--- src/rtl/coproc_pkg.sv ---
`default_nettype none
// +------------------------------------------------------------------+
// | coproc_pkg: shared coprocessor sizes and sequencer state encoding |
// | Revision: 1.0                                                    |
// +------------------------------------------------------------------+
package coproc_pkg;

  localparam int RES_WIDTH       = 8;
  localparam int RES_DEPTH_BITS  = 6;
  localparam int NUM_RES_WORDS   = 64;
  localparam int AXIS_DATA_WIDTH = 32;

  typedef enum logic [1:0] {
    SEQ_IDLE   = 2'd0,
    SEQ_STREAM = 2'd1,
    SEQ_DRAIN  = 2'd2
  } seq_state_e;

endpackage
`default_nettype wire

--- src/rtl/axis_fifo2.sv ---
`default_nettype none
// +------------------------------------------------------------------+
// | axis_fifo2: 2-entry register FIFO, simultaneous push/pop allowed |
// | Revision: 1.0                                                    |
// +------------------------------------------------------------------+
module axis_fifo2 #(
  parameter int W = 9
) (
  input  logic         ACLK,
  input  logic         ARESETN,
  input  logic         push_i,
  input  logic [W-1:0] push_data_i,
  input  logic         pop_i,
  output logic [W-1:0] head_o,
  output logic [1:0]   count_o
);

  logic [W-1:0] ent0_q, ent0_d;
  logic [W-1:0] ent1_q, ent1_d;
  logic [1:0]   cnt_q, cnt_d;

  // Entry 0 is always the head; pop never occurs on an empty FIFO.
  always_comb begin
    ent0_d = ent0_q;
    ent1_d = ent1_q;
    cnt_d  = cnt_q;
    case ({push_i, pop_i})
      2'b10: begin
        if (cnt_q == 2'd0) ent0_d = push_data_i;
        else               ent1_d = push_data_i;
        cnt_d = cnt_q + 2'd1;
      end
      2'b01: begin
        ent0_d = ent1_q;
        cnt_d  = cnt_q - 2'd1;
      end
      2'b11: begin
        if (cnt_q == 2'd1) begin
          ent0_d = push_data_i;
        end else begin
          ent0_d = ent1_q;
          ent1_d = push_data_i;
        end
      end
      default: ;
    endcase
  end

  always_ff @(posedge ACLK) begin
    if (!ARESETN) begin
      ent0_q <= '0;
      ent1_q <= '0;
      cnt_q  <= 2'd0;
    end else begin
      ent0_q <= ent0_d;
      ent1_q <= ent1_d;
      cnt_q  <= cnt_d;
    end
  end

  assign head_o  = ent0_q;
  assign count_o = cnt_q;

endmodule
`default_nettype wire

--- src/rtl/res_stream_sequencer.sv ---
`default_nettype none
// +------------------------------------------------------------------+
// | res_stream_sequencer: streams the RES result RAM onto M_AXIS     |
// | Revision: 1.0                                                    |
// +------------------------------------------------------------------+
module res_stream_sequencer
  import coproc_pkg::*;
#(
  parameter int WIDTH      = RES_WIDTH,
  parameter int DEPTH_BITS = RES_DEPTH_BITS,
  parameter int NUM_WORDS  = NUM_RES_WORDS,
  parameter int AXIS_WIDTH = AXIS_DATA_WIDTH
) (
  input  logic                  ACLK,
  input  logic                  ARESETN,
  input  logic                  start,
  output logic                  busy,
  output logic                  done,
  output logic                  ram_rd_en,
  output logic [DEPTH_BITS-1:0] ram_rd_addr,
  input  logic [WIDTH-1:0]      ram_rd_data,
  output logic                  M_AXIS_TVALID,
  output logic [AXIS_WIDTH-1:0] M_AXIS_TDATA,
  output logic                  M_AXIS_TLAST,
  input  logic                  M_AXIS_TREADY
);

  localparam logic [DEPTH_BITS-1:0] LAST_IDX = DEPTH_BITS'(NUM_WORDS - 1);

  seq_state_e            state_q, state_d;
  logic [DEPTH_BITS-1:0] issue_q, issue_d;
  logic [DEPTH_BITS-1:0] beat_q, beat_d;
  logic                  busy_q, busy_d;
  logic                  done_q, done_d;
  logic                  inflight_q;
  logic                  inflight_last_q;

  logic                  w_pop;
  logic                  w_rd_en;
  logic                  w_issue_last;
  logic [WIDTH:0]        w_head;
  logic [1:0]            w_count;
  logic [2:0]            w_occ;

  axis_fifo2 #(
    .W (WIDTH + 1)
  ) u_fifo (
    .ACLK        (ACLK),
    .ARESETN     (ARESETN),
    .push_i      (inflight_q),
    .push_data_i ({inflight_last_q, ram_rd_data}),
    .pop_i       (w_pop),
    .head_o      (w_head),
    .count_o     (w_count)
  );

  assign M_AXIS_TVALID = (w_count != 2'd0);
  assign w_pop         = M_AXIS_TVALID & M_AXIS_TREADY;
  assign M_AXIS_TDATA  = AXIS_WIDTH'(w_head[WIDTH-1:0]);
  assign M_AXIS_TLAST  = M_AXIS_TVALID & (beat_q == LAST_IDX);

  // Words held plus the one arriving next cycle, less the one leaving now.
  assign w_occ        = {1'b0, w_count} + {2'b00, inflight_q} - {2'b00, w_pop};
  assign w_issue_last = (issue_q == LAST_IDX);

  always_comb begin
    state_d = state_q;
    issue_d = issue_q;
    beat_d  = beat_q;
    busy_d  = busy_q;
    done_d  = 1'b0;
    w_rd_en = 1'b0;
    if (w_pop) beat_d = beat_q + 1'b1;
    case (state_q)
      SEQ_IDLE: begin
        if (start) begin
          state_d = SEQ_STREAM;
          issue_d = '0;
          beat_d  = '0;
          busy_d  = 1'b1;
        end
      end
      SEQ_STREAM: begin
        if (w_occ < 3'd2) begin
          w_rd_en = 1'b1;
          issue_d = issue_q + 1'b1;
          if (w_issue_last) state_d = SEQ_DRAIN;
        end
      end
      SEQ_DRAIN: begin
        if (w_pop && w_head[WIDTH]) begin
          state_d = SEQ_IDLE;
          busy_d  = 1'b0;
          done_d  = 1'b1;
        end
      end
      default: state_d = SEQ_IDLE;
    endcase
  end

  always_ff @(posedge ACLK) begin
    if (!ARESETN) begin
      state_q         <= SEQ_IDLE;
      issue_q         <= '0;
      beat_q          <= '0;
      busy_q          <= 1'b0;
      done_q          <= 1'b0;
      inflight_q      <= 1'b0;
      inflight_last_q <= 1'b0;
    end else begin
      state_q         <= state_d;
      issue_q         <= issue_d;
      beat_q          <= beat_d;
      busy_q          <= busy_d;
      done_q          <= done_d;
      inflight_q      <= w_rd_en;
      inflight_last_q <= w_rd_en & w_issue_last;
    end
  end

  assign ram_rd_en   = w_rd_en;
  assign ram_rd_addr = issue_q;
  assign busy        = busy_q;
  assign done        = done_q;

endmodule
`default_nettype wire

--- config.mk ---
export PLATFORM = sky130hd
export DESIGN_NAME = res_stream_sequencer
export DESIGN_NICKNAME = d
export VERILOG_FILES = /design/src/rtl/coproc_pkg.sv /design/src/rtl/axis_fifo2.sv /design/src/rtl/res_stream_sequencer.sv
export SDC_FILE = /design/constraint.sdc
export NUM_CORES = 1
export LEC_CHECK = 0
export BUFFER_PORTS_ARGS = -buffer_cell sky130_fd_sc_hd__buf_2
export CAP_MARGIN = 20
export CORE_MARGIN = 3
export CORE_UTILIZATION = 35
export CTS_BUF_LIST = sky130_fd_sc_hd__clkbuf_4 sky130_fd_sc_hd__clkbuf_8
export DETAILED_ROUTE_END_ITERATION = 10
export SYNTH_ARGS = -nofsm -noshare
export SYNTH_HDL_FRONTEND = slang
export SYNTH_SLANG_ARGS = --single-unit
--- constraint.sdc ---
create_clock -name ACLK -period 3.68 [get_ports ACLK]
set_input_delay 1.104 -clock ACLK [delete_from_list [all_inputs] [get_ports ACLK]]
set_output_delay 1.104 -clock ACLK [all_outputs]
set_load 0.01 [all_outputs]
== After elaboration in Yosys (flattened, before gate mapping) ==
Cells that the tools add are included.

* $lt $le $gt $ge: 1
* Bitwise operators: 3
* Add/sub/neg operators: 6
* Reductions and logical operators: 15
* Equal/unequal tests: 15
* Multiplexer cells: 24

{| class="wikitable"
|+ Operators by type and width
! kind !! number
|-
| 9-bit two-way mux || 4
|-
| 6-bit two-way mux || 5
|-
| 9-bit case mux with 3 select lines || 1
|-
| 9-bit case mux with 2 select lines || 1
|-
| 6-bit by 1-bit adder with 6-bit output, second input constant || 2
|-
| 6-bit equality test, second input constant || 2
|-
| 2-bit != test, second input constant || 6
|-
| 6-bit case mux with 2 select lines || 1
|-
| 2-bit nonzero test || 5
|-
| 3-bit AND reduction || 3
|-
| 2-bit two-way mux || 4
|-
| 2-bit by 1-bit equality test with 1-bit output, second input constant || 3
|-
| 2-bit equality test, second input constant || 3
|-
| 2-bit case mux with 3 select lines || 1
|-
| 1-bit two-way mux || 5
|-
| 2-bit zero test || 2
|-
| 2-bit case mux with 2 select lines || 1
|-
| 2-bit AND reduction || 2
|-
| 4-bit AND reduction || 1
|-
| 2-bit by 1-bit adder with 3-bit output || 1
|-
| 1-bit AND || 3
|-
| 3-bit by 2-bit < comparator with 1-bit output, second input constant || 1
|-
| 3-bit nonzero test || 1
|-
| 3-bit by 1-bit subtractor with 3-bit output || 1
|-
| 5 further kinds || 5
|}

* Bits in registers: 38
* Word-level logic and storage cells: 74
* Output and inout port bits: 43
* Bits of input ports: 12

== Depth between registers and ports, before layout ==
Gate-level depths: netlist of run 1.

* Depth in word-level cells: 7
* Depth in mapped cells: 13
* Gate-level depth less buffers: 10

== Hierarchy ==
A second synthesis of run 1 with hierarchy kept.

* Cell total of the unflattened synthesis: 222
* Area, all modules: 1,986.9 um2

{| class="wikitable"
|+ Modules (own cells, without submodules)
! module !! seq. area each (um2) !! cells each !! area each (um2) !! instances
|-
| res_stream_sequencer || 360.3 || 124 || 1,043.5 || 1
|-
| axis_fifo2 || 400.4 || 98 || 943.4 || 1
|}

== Worst setup path after synthesis of run 1 ==
No wires, ideal clock.

* Path type: in2out
* From: input M_AXIS_TREADY
* To: output ram_rd_en
* Arrival: 2.636 ns
* Required time: 2.576 ns
* Cell stages on the path: 9
* Slack: -0.060 ns
* Path buffers: 3
* Path through: buf_2 nand2b_4 buf_6 nor2_1 o21ai_0 fa_1 xor2_1 buf_6 nor2_1

* Cells in the longest elaborated chain, start to end: 5

{| class="wikitable"
|+ Ends and longest elaborated chain
! item !! line !! source
|-
| start: declaration || res_stream_sequencer.sv:25 || <nowiki>input logic M_AXIS_TREADY</nowiki>
|-
| 1-bit AND || res_stream_sequencer.sv:58 || <nowiki>assign w_pop = M_AXIS_TVALID & M_AXIS_TREADY;</nowiki>
|-
| 3-bit by 1-bit subtractor with 3-bit output || res_stream_sequencer.sv:63 || <nowiki>assign w_occ = {1'b0, w_count} + {2'b00, inflight_q} - {2'b00, w_pop};</nowiki>
|-
| 3-bit by 2-bit < comparator with 1-bit output || res_stream_sequencer.sv:84 || <nowiki>if (w_occ < 3'd2) begin</nowiki>
|-
| 1-bit two-way mux || res_stream_sequencer.sv:84 ||
|-
| 1-bit two-way mux || res_stream_sequencer.sv:74 || <nowiki>case (state_q)</nowiki>
|-
| end: declaration || res_stream_sequencer.sv:19 || <nowiki>output logic ram_rd_en,</nowiki>
|}

No other way between the ends.

== Worst setup path in the final report of run 1 ==
Same ends and word-level chain as after synthesis.

==> key figures, run 1 <==
Routing
  – Initial DRT Pass Iterations: 4
  – Post-route ant nets: 0
  – Post-route DRC: 0
  – Vias per cell: 4.91
  – Detailed Route WL: 4620 microns
  – Vias: 1777
  – Drt wl/cell: 12.8 microns
  – Initial DRC Count: 74

Timing
  – Fmax: 284 MHz
  – Clock Skew: 0.00601 ns
  – Final Hold Viols: 0
  – Rel. slew slack: 0.456
  – Sum Neg Setup Slack: 0 ns
  – Tmin final: approximately 3.5 ns
  – Setup violators final: 0
  – Worst-margin pin slew: 0.793 ns
  – Max Slew Vio Count: 0
  – WHS: 0.469 ns
  – Final worst-path cycle share: 0.959
  – Unrepaired setup endpoints after global routing: no

Cells and area
  – Fin cells: between 300 and 400
  – Final Cell Area: around 2400 sq um
  – Filler cells: 635
  – Ant. Diodes: 0
  – Area growth syn-to-layout: 9.46%
  – Final net count: 305
  – Layout cells sized above 1: 0.209

CTS
  – CTS Buffer Depth: 2
  – Clk Latency, worst-skew pair: 0.29 ns
  – CTS tree: yes
  – Worst-path clk slew: ~0.07 ns
  – CTS Root Cell: clkbuf_8
  – H-tree depth: 2
  – Sink Count: 38
  – CTS Buf Count: 5

Critical path
  – CP Class: input port to output port
  – Critical Path AT: 2.42 ns
  – Worst EP required: ~2.6 ns
  – Crit-path max FO: 3
  – Crit end category: output port
  – Crit path launch type: input port

Die
  – Die Ht: around 86 microns
  – I/O Pins: 55
  – CORE AREA: 6060 sq um
  – Initial Util: 0.369
  – Die Area: 7380 sq um
  – Die Wd: 85.9 microns
  – FP Rows: 28

Placed design
  – RD Place Congestion: 0.736
  – DP Area: 2340 sq um
  – HPWL after DPL: 3250 microns
  – Cells after DPL: 354
  – IO buf count: 30

Global routing
  – Total GRT Usage: 0.127
  – First-pass GRT wire length: roughly 7700 microns
  – Largest net degree at the start of global routing: 35
  – Overflow after GRT: 0
  – Initial antenna violation count: 0
  – Vias in the first global route: 1678

Synthesis
  – Post-Synthesis Cells: around 260
  – Synth cell count leaders: dfxtp_1 (38), buf_4 (32), nand2_1 (29), nor2_1 (18), o21ai_0 (13)
  – FF+latch count, synth: 38
  – Synth unique cells: 45
  – Yosys warnings: 0
  – Fraction of registers with async set or reset after synthesis: 0
  – Area contributors post-synth: dfxtp_1 (34%), buf_4 (11%), mux2i_1 (5.4%)
  – EDFF count, synth: 0
  – Most frequent cell after synthesis: dfxtp_1
  – Post-Syn Area: 2230 sq um
  – Top_reg_cell synth: dfxtp_1
  – Post-Syn Area per Cell: 8.56 sq um
  – Yosys top cell area share: 0.340
  – Seq/Total Area, Yosys: 0.340
  – Area leader, netlist: dfxtp_1

Pwr
  – PwrDens: 576 nW/um^2
  – P_leak: between 1 and 1.5 nW
  – Max IR drop VDD: approximately 250 uV
  – Design Power: between 0.001 and 0.0015 W

Outcome
  – Status: finished, final reports clean

Min path
  – Hold crit path type: flip-flop to flip-flop

Run
  – Max Cap Viol: 0
## routing by layer
layer / track usage / wire length (microns) / up-vias
met5: 0 / 0 / -
met4: 0.0345 / 49 / 0
met3: 0.0307 / 243 / 4
met2: 0.209 / 2110 / 41
met1: 0.166 / 2220 / 821
li1: - / - / 911
## area by class of cell
cell class,count,area (sq um),share of cell area
Clock buffer,7,90.1,0.0368
Inverter,9,33.8,0.0138
Timing Repair Buffer,41,233,0.0951
Multi-Input combinational cell,191,1230,0.502
Tap cell,75,93.8,0.0384
Clock inverter,1,5.00,0.00205
Sequential cell,38,762,0.312
## cells by family (layout without fill, tap and decap cells)
kind of cell	count (synthesis)	in the layout	synth area share
and+or+nand+nor	89	89	0.209
buffers and inverters	55	58	0.159
AOI/OAI and AO/OA	52	52	0.165
DFF	38	38	0.340
muxes	13	13	0.0588
adders and majority gates	7	7	0.0426
xor gates and xnor gates	6	6	0.0235
other	1	24	0.00168
## registers in the layout (all words and copies together) (netlist names)
| register | cells |
|---|---|
| beat_q | 6 |
| busy | 1 |
| done | 1 |
| inflight_last_q | 1 |
| inflight_q | 1 |
| ram_rd_addr | 6 |
| state_q | 2 |
| u_fifo.count_o | 2 |
| u_fifo.ent1_q | 9 |
| u_fifo.head_o | 9 |
## worst paths after layout
kind / slack (ns) / startpoint / cells past startpoint / end
worst min-delay path: 0.47 / u_fifo.ent1_q[5]$_SDFFE_PN0P_ / 2 / u_fifo.ent1_q[5]$_SDFFE_PN0P_
worst max register to register: 1.04 / u_fifo.count_o[1]$_SDFFE_PN0P_ / 10 / ram_rd_addr[1]$_SDFFE_PN0P_
worst min register to register: 0.47 / u_fifo.ent1_q[5]$_SDFFE_PN0P_ / 2 / u_fifo.ent1_q[5]$_SDFFE_PN0P_
worst max-delay path: 0.15 / M_AXIS_TREADY / 8 / ram_rd_en
## repair_timing
action,CTS,global route
hold buffers,0,0
endpoints found under the setup margin,0,1
resized for setup,0,2
buffers inserted,0,0
## stage by stage
| step | utilization | setup slack, ns |
|---|---|---|
| after global routing | 0.404 | 0.00682 |
| after detailed placement | 0.386 | 0.115 |
| final | 0.404 | 0.153 |
| after global placement | 0.386 | 0.134 |
| after floorplan | - | 0.00185 |
| after CTS | 0.402 | 0.101 |
## critical path: stages
cell and delay [ns]:
buf_2 0.12, nand2b_4 0.06, nor2_1 0.11, o21ai_0 0.12, fa_1 0.58, nand3b_4 0.10, nor2_4 0.09, buf_2 0.13
## placed cells by master (no fill, tap or decap), types with 3 or more instances in the layout
| master | Yosys | routed |
|---|---|---|
| dfxtp_1 | 38 | 37 |
| buf_2 | 4 | 30 |
| nand2_1 | 29 | 29 |
| conb_1 | 1 | 24 |
| nor2_1 | 18 | 17 |
| o21ai_0 | 13 | 13 |
| mux2i_1 | 12 | 12 |
| nor2b_1 | 12 | 12 |
| buf_4 | 32 | 11 |
| inv_1 | 9 | 9 |
| a221oi_1 | 9 | 9 |
| o32ai_1 | 9 | 9 |
| a21oi_1 | 8 | 8 |
| nand3_1 | 7 | 7 |
| ha_1 | 6 | 6 |
| clkbuf_8 | 0 | 6 |
| nand3b_1 | 4 | 4 |
| o31ai_1 | 4 | 4 |
| nor3_1 | 3 | 3 |
| or4_1 | 3 | 3 |
| xor2_1 | 4 | 3 |
## where the power goes
group	switching (W)	internal [W]	total, W
sequential	0.0000602	0.000478	0.000538
combinational	0.000322	0.000241	0.000563
clock	0.000149	0.000159	0.000308
total	0.000531	0.000878	0.00141
(Power assumes the default switching activity.)
==> run 2, diff against run 1 <==
--- a/config.mk
+++ b/config.mk
@@ -13,4 +13,5 @@
 export DETAILED_ROUTE_END_ITERATION = 10
 export SYNTH_ARGS = -nofsm -noshare
 export SYNTH_HDL_FRONTEND = slang
+export SYNTH_HIERARCHICAL = 1
 export SYNTH_SLANG_ARGS = --single-unit
==> run 2 against run 1 <==
Compared with the run above:
- sequential power rose by 3%
- die area fell by 10%
- synthesized cell count fell by 15%
- sequential share of layout area rose by 2.3 points
- routed wire length fell by 14%
- utilization rose by 2.6 points
- design area fell by 6.9%
- fmax fell by 3.3%
- area after synthesis fell by 11%
- critical path depth did not move
- first-iteration DRC count fell by 50%
- total power rose by 4.8%
==> key figures, run 2 <==
Run
  – Max Cap Viol: 0 (unchanged)

Synthesis
  – FF+latch count, synth: 38 (unchanged)
  – Top_reg_cell synth: dfxtp_1
  – Fraction of registers with async set or reset after synthesis: 0 (unchanged)
  – Most frequent cell after synthesis: dfxtp_1
  – Largest family of logic cells by synthesized area: simple AND/OR/NAND/NOR gates
  – Seq/Total Area, Yosys: 0.383 (+0.0424)
  – Synth unique cells: 42 (-6.7%)
  – Compound-Gate Fraction of Synth Area: 0.158 (-0.00655)
  – Area leader, netlist: dfxtp_1
  – Post-Syn Area: 1990 sq um (-11%)
  – Post-Syn Area per Cell: 8.95 sq um (+4.5%)
  – Post-Synth Simple-Gate Area: 0.169 (-0.0400)
  – EDFF count, synth: 0 (unchanged)
  – Synth Area in Adders: 0.0668 (+0.0242)
  – Synth Area in XOR/XNOR: 0.0397 (+0.0162)
  – Yosys warnings: 6 (+6)
  – Synth cell count leaders: dfxtp_1 (38), buf_4 (25), a21oi_1 (15), nor2b_1 (14)
  – Area contributors post-synth: dfxtp_1 (38%), buf_4 (9.4%), ha_1 (5.7%)
  – Yosys top cell area share: 0.383 (+0.0424)
  – Post-Synthesis Cells: 222 (-15%)
  – Post-synthesis mux area share: 0.0560 (-0.00275)

Cells and area
  – Ant. Diodes: 0 (unchanged)
  – Final net count: 279 (-8.5%)
  – Commonest non-fill, non-tap cell in the layout: dfxtp_1
  – Most frequent cells in the layout: dfxtp_1 (38), buf_2 (29), conb_1 (24)
  – Area growth syn-to-layout: 14.6%
  – Fin cells: 328 (-9.4%)
  – Layout cells sized above 1: 0.221 (+0.0119)

Timing
  – Setup violators final: 0 (unchanged)
  – WHS: 0.508 ns (+0.0383 ns)
  – Final Hold Viols: 0 (unchanged)
  – Final worst-path cycle share: 0.991 (+0.0328)
  – Unrepaired setup endpoints after global routing: yes
  – Fmax: 274 MHz (-3.3%)
  – Clock Skew: 0.00517 ns (-0.000840 ns)
  – Worst Slack Setup Final: 0.0321 ns (-0.121 ns)
  – Worst-margin pin slew: 0.705 ns (-0.0883 ns)
  – Max Slew Vio Count: 0 (unchanged)
  – Sum Neg Setup Slack: 0 ns (unchanged)
  – Tmin final: 3.65 ns (+0.121 ns)
  – Rel. slew slack: 0.530 (+0.0740)

Critical path
  – Critical Path AT: 2.54 ns (+0.12 ns)
  – Crit-path max FO: 2 (-1)
  – Crit-path max cell delay: 0.56 ns (-0.02 ns)
  – Crit end category: output port
  – Critical path, cell by cell: buf_6, o21a_1, nor2b_4, o21ai_2, fa_2, nand2_2, nor3_4, buf_2
  – Crit path max-delay family: adder cells
  – Crit path buf inv count: 2 (unchanged)
  – Crit path launch type: input port
  – Worst EP required: 2.58 ns (about the same)
  – CP Class: input port to output port
  – Slowest-stage cell, CP: fa_2

Placed design
  – IO buf count: 30 (unchanged)
  – HPWL after DPL: 2800 microns (-14%)
  – Cells after DPL: 319 (-9.9%)
  – RD Place Congestion: 0.742 (+0.79%)
  – Pre-CTS WS: -0.0290 ns (-0.144 ns)

CTS
  – Sink Count: 38 (unchanged)
  – CTS Buffer Depth: 2 (unchanged)
  – CTS Root Cell: clkbuf_8
  – Worst-path clk slew: 0.07 ns (about the same)
  – CTS tree: yes
  – CTS Buf Count: 5 (unchanged)
  – H-tree depth: 2 (unchanged)
  – Clk Latency, worst-skew pair: 0.29 ns (about the same)

Die
  – CORE AREA: 5300 sq um (-13%)
  – I/O Pins: 55 (unchanged)
  – Die Area: 6620 sq um (-10%)
  – Die Ht: 81.3 microns (-5.3%)
  – Die Wd: 81.3 microns (-5.3%)
  – FP Rows: 26 (-7.1%)
  – Initial Util: 0.375 (+0.00600)

Global routing
  – Vias in the first global route: 1462 (-13%)
  – Total GRT Usage: 0.129 (+0.00171)
  – Largest net degree at the start of global routing: 25 (-29%)
  – Initial antenna violation count: 0 (unchanged)
  – First-pass GRT wire length: 6530 microns (-15%)
  – Overflow after GRT: 0 (unchanged)

Routing
  – Detailed Route WL: 3950 microns (-14%)
  – Post-route ant nets: 0 (unchanged)
  – Vias per cell: 4.74 (-3.4%)
  – Initial DRT Pass Iterations: 4 (unchanged)
  – Vias: 1555 (-12%)
  – Post-route DRC: 0 (unchanged)
  – Drt wl/cell: 12.1 microns (-5.6%)
  – Initial DRC Count: 37 (-50%)

Pwr
  – P_leak: 1.04 nW (+2.6%)
  – PwrDens: 648 nW/um^2 (+13%)
  – Design Power: 0.00148 W (+4.8%)
  – Max IR drop VDD: 297 uV (+17%)

Outcome
  – Status: finished, final reports clean

Min path
  – Hold crit path type: flip-flop to flip-flop
## run 2: changes by cell type in the layout (fill, tap and decap cells not counted), moves of 4 or more
cell,change
nand2_1,-17
a22oi_1,+10
a221oi_1,-9
o32ai_1,-9
a21oi_1,+7
buf_4,-5
nand3_1,-4
nand3b_1,-4
nor2_1,-4
## run 2: repair_timing
item,in CTS,in global routing
pin swaps,0,3
setup buffers,0,1
setup endpoints to repair,1,1
resized for setup,2,5
hold buffers,0,0
## run 2: layer usage
layer / global-route usage / share of wire
met1: 0.153 / 0.45
met2: 0.215 / 0.48
met3: 0.0310 / 0.048
met4: 0.0659 / 0.019
met5: 0 / 0
## run 2: path summary, 6_finish.rpt
path | from | depth (start not counted) | endpoint | slack (ns)
hold / removal | busy$_SDFFE_PN0P_ | 2 | busy$_SDFFE_PN0P_ | 0.51
setup / recovery | M_AXIS_TREADY | 8 | ram_rd_en | 0.03
setup reg to reg | u_fifo/count_o[0]$_SDFFE_PN0P_ | 8 | ram_rd_addr[5]$_SDFFE_PN0P_ | 1.07
hold reg to reg | busy$_SDFFE_PN0P_ | 2 | busy$_SDFFE_PN0P_ | 0.51
## run 2: area by class of cell
type / count / area (sq um)
Fill cell: 530 / 3030
Multi-Input combinational cell: 167 / 1090
Sequential cell: 38 / 761
Timing Repair Buffer: 37 / 213
Clock buffer: 7 / 90.1
Tap cell: 70 / 87.6
Inverter: 8 / 30.0
Clock inverter: 1 / 5.00
## run 2: through the flow
| stage | cell area, sq um | util |
|---|---|---|
| detailed placement | 2150 | 0.406 |
| floorplan | 2090 | - |
| finish | 2280 | 0.429 |
| global route | 2280 | 0.429 |
| CTS | 2250 | 0.425 |
| global placement | 2150 | 0.406 |
## run 2: kinds of logic (layout without fill, tap and decap cells)
family	count (synthesis)	in the layout
and+or+nand+nor	62	62
AOI/OAI and AO/OA	51	51
buffers and inverters	40	53
DFF	38	38
muxes	11	11
adders and majority gates	10	10
xor gates and xnor gates	9	9
other	1	24
## run 2: power by group
group,switching (W),internal [W],leakage [nW],total (W)
Clock,0.000145,0.000159,0.0517,0.000303
Sequential,0.0000658,0.000491,0.309,0.000556
Combinational,0.000340,0.000277,0.681,0.000617
## run 2: tightest hold or removal path, delay by kind of cell (launching register included)
kind           cells  cell delay (ns)
AO/OA/AOI/OAI      2             0.13
flip-flops         1             0.33
==> run 3, diff against run 2 <==
--- a/config.mk
+++ b/config.mk
@@ -9,7 +9,7 @@
 export CAP_MARGIN = 20
 export CORE_MARGIN = 3
 export CORE_UTILIZATION = 35
-export CTS_BUF_LIST = sky130_fd_sc_hd__clkbuf_4 sky130_fd_sc_hd__clkbuf_8
+export CTS_BUF_LIST = sky130_fd_sc_hd__clkbuf_16
 export DETAILED_ROUTE_END_ITERATION = 10
 export SYNTH_ARGS = -nofsm -noshare
 export SYNTH_HDL_FRONTEND = slang
==> run 3 against run 2 <==
Compared with the run above:
- clock power is 34% higher
- largest power group unchanged
- global-route usage barely moved
- count of clock-buffer cells in the layout is 2 lower
- critical path depth did not move
- critical path type unchanged
- fmax up 0.12%
- first-iteration DRC count grew 43%
- final cell count unchanged
- via count is 0.64% lower
- largest cell class unchanged
- worst setup slack improved by 0.0044 ns
==> key figures, run 3 (synthesized netlist as in run 2, its figures left out) <==
Cells and area
  – Filler cells: 526 (-0.75%)
  – Final net count: 279 (unchanged)
  – Most frequent cells in the layout: dfxtp_1 (38), buf_2 (29), conb_1 (24)
  – Final Cell Area: 2320 sq um (+1.9%)
  – Ant. Diodes: 0 (unchanged)
  – Area growth syn-to-layout: 16.8%
  – Layout cells sized above 1: 0.213 (-0.00775)
  – Final core occ: 0.437 (+0.00802)
  – Commonest non-fill, non-tap cell in the layout: dfxtp_1

Timing
  – Final worst-path cycle share: 0.990 (-0.00120)
  – Clock Skew: 0.00509 ns (-0.0000771 ns)
  – Setup violators final: 0 (unchanged)
  – WHS: 0.506 ns (-0.00207 ns)
  – Worst-margin pin slew: 0.721 ns (+0.0164 ns)
  – Tmin final: 3.64 ns (-0.00441 ns)
  – Unrepaired setup endpoints after global routing: yes
  – Max Slew Vio Count: 0 (unchanged)
  – Sum Neg Setup Slack: 0 ns (unchanged)
  – Fmax: 274 MHz (+0.12%)
  – Final Hold Viols: 0 (unchanged)
  – Rel. slew slack: 0.519 (-0.0109)

Placed design
  – HPWL after DPL: 2800 microns (unchanged)
  – IO buf count: 30 (unchanged)
  – RD Place Congestion: 0.742 (unchanged)
  – DP Area: 2150 sq um (unchanged)

CTS
  – CTS Root Cell: clkbuf_16
  – Sink Count: 38 (unchanged)
  – Clk Latency, worst-skew pair: 0.28 ns (about the same)
  – CTS tree: yes
  – CTS Buf Count: 5 (unchanged)
  – H-tree depth: 2 (unchanged)
  – CTS Buffer Depth: 2 (unchanged)
  – Worst-path clk slew: 0.06 ns (about the same)

Die
  – Die Area: 6620 sq um (unchanged)
  – Die Ht: 81.3 microns (unchanged)
  – FP Rows: 26 (unchanged)
  – CORE AREA: 5300 sq um (unchanged)
  – Initial Util: 0.375 (unchanged)
  – I/O Pins: 55 (unchanged)
  – Die Wd: 81.3 microns (unchanged)

Routing
  – Initial DRT Pass Iterations: 4 (unchanged)
  – Initial DRC Count: 53 (+43%)
  – Detailed Route WL: 3990 microns (+0.91%)
  – Vias per cell: 4.71 (-0.64%)
  – Vias: 1545 (-0.64%)
  – Post-route DRC: 0 (unchanged)
  – Post-route ant nets: 0 (unchanged)
  – Drt wl/cell: 12.2 microns (+0.91%)

Global routing
  – Vias in the first global route: 1471 (+0.62%)
  – First-pass GRT wire length: 6580 microns (+0.74%)
  – Largest net degree at the start of global routing: 25 (unchanged)
  – Initial antenna violation count: 0 (unchanged)
  – Total GRT Usage: 0.129 (+0.000433)
  – Overflow after GRT: 0 (unchanged)

Pwr
  – P_leak: 1.06 nW (+2.0%)
  – Max IR drop VDD: 285 uV (-4.3%)
  – PwrDens: 681 nW/um^2 (+5.1%)
  – Psw: 0.000567 W (+3.0%)
  – Logic pwr share: 0.390 (-0.028)
  – Design Power: 0.00158 W (+7.0%)
  – Clock share of power: 0.257 (+0.052)
  – Switching share of power: 0.359 (-0.0139)
  – P_int: 0.00101 W (+9.4%)
  – Flop pwr share: 0.353 (-0.024)

Critical path
  – CP Class: input port to output port
  – Crit path launch type: input port
  – Crit-path max FO: 2 (unchanged)
  – Crit end category: output port
  – Critical Path AT: 2.54 ns (about the same)
  – Worst EP required: 2.58 ns (about the same)

Run
  – Max Cap Viol: 0 (unchanged)

Min path
  – Hold crit path type: flip-flop to flip-flop

Outcome
  – Status: finished, final reports clean
## run 3: what timing repair did
action	4_1_cts	5_1_grt
resized for setup	2	5
setup buffers	0	1
hold buffers	0	0
setup endpoints to repair	1	1
pin swaps	0	3
## run 3: final timing paths
check / startpoint / cells past startpoint / endpoint / slack, ns
setup / recovery: M_AXIS_TREADY / 8 / ram_rd_en / 0.04
hold / removal: busy$_SDFFE_PN0P_ / 2 / busy$_SDFFE_PN0P_ / 0.51
setup reg to reg: u_fifo/count_o[0]$_SDFFE_PN0P_ / 8 / ram_rd_addr[5]$_SDFFE_PN0P_ / 1.07
hold reg to reg: busy$_SDFFE_PN0P_ / 2 / busy$_SDFFE_PN0P_ / 0.51
## run 3: layout make-up
cell class / instances / area (sq um) / area share
clock buffers: 5 / 125 / 0.0539
well taps: 70 / 87.6 / 0.0378
multi-input cells: 167 / 1090 / 0.470
flip-flops and latches: 38 / 761 / 0.328
inverters: 8 / 30.0 / 0.0129
clock inverters: 3 / 12.5 / 0.00539
repair buffers: 37 / 213 / 0.0917
## run 3: worst max-delay path, cell delays in order
cell	delay, ns
buf_6	0.07
o21a_1	0.13
nor2b_4	0.16
o21ai_2	0.07
fa_2	0.56
nand2_2	0.08
nor3_4	0.20
buf_2	0.16
## run 3: metal layers
metal | track usage | vias to the layer above | wire length (microns)
met5 | 0 | - | 0
met4 | 0.0608 | 0 | 78
met3 | 0.0310 | 7 | 227
met2 | 0.217 | 42 | 1900
met1 | 0.155 | 710 | 1780
li1 | - | 786 | -
## run 3: power by group through the flow
stage,combinational [W],sequential (W),clock (W)
floorplan,0.000416,0.000571,0
global placement,0.000588,0.000560,0
detailed placement,0.000600,0.000562,0
CTS,0.000609,0.000555,0.000417
global route,0.000691,0.000571,0.000433
finish,0.000617,0.000557,0.000406
## run 3: through the flow
step	std cells	setup slack [ns]
5_1_grt	328	-0.0757
4_1_cts	327	0.00132
6_report	328	0.0365
3_3_place_gp	319	0.00330
3_5_place_dp	319	-0.0290
2_1_floorplan	245	0.00603
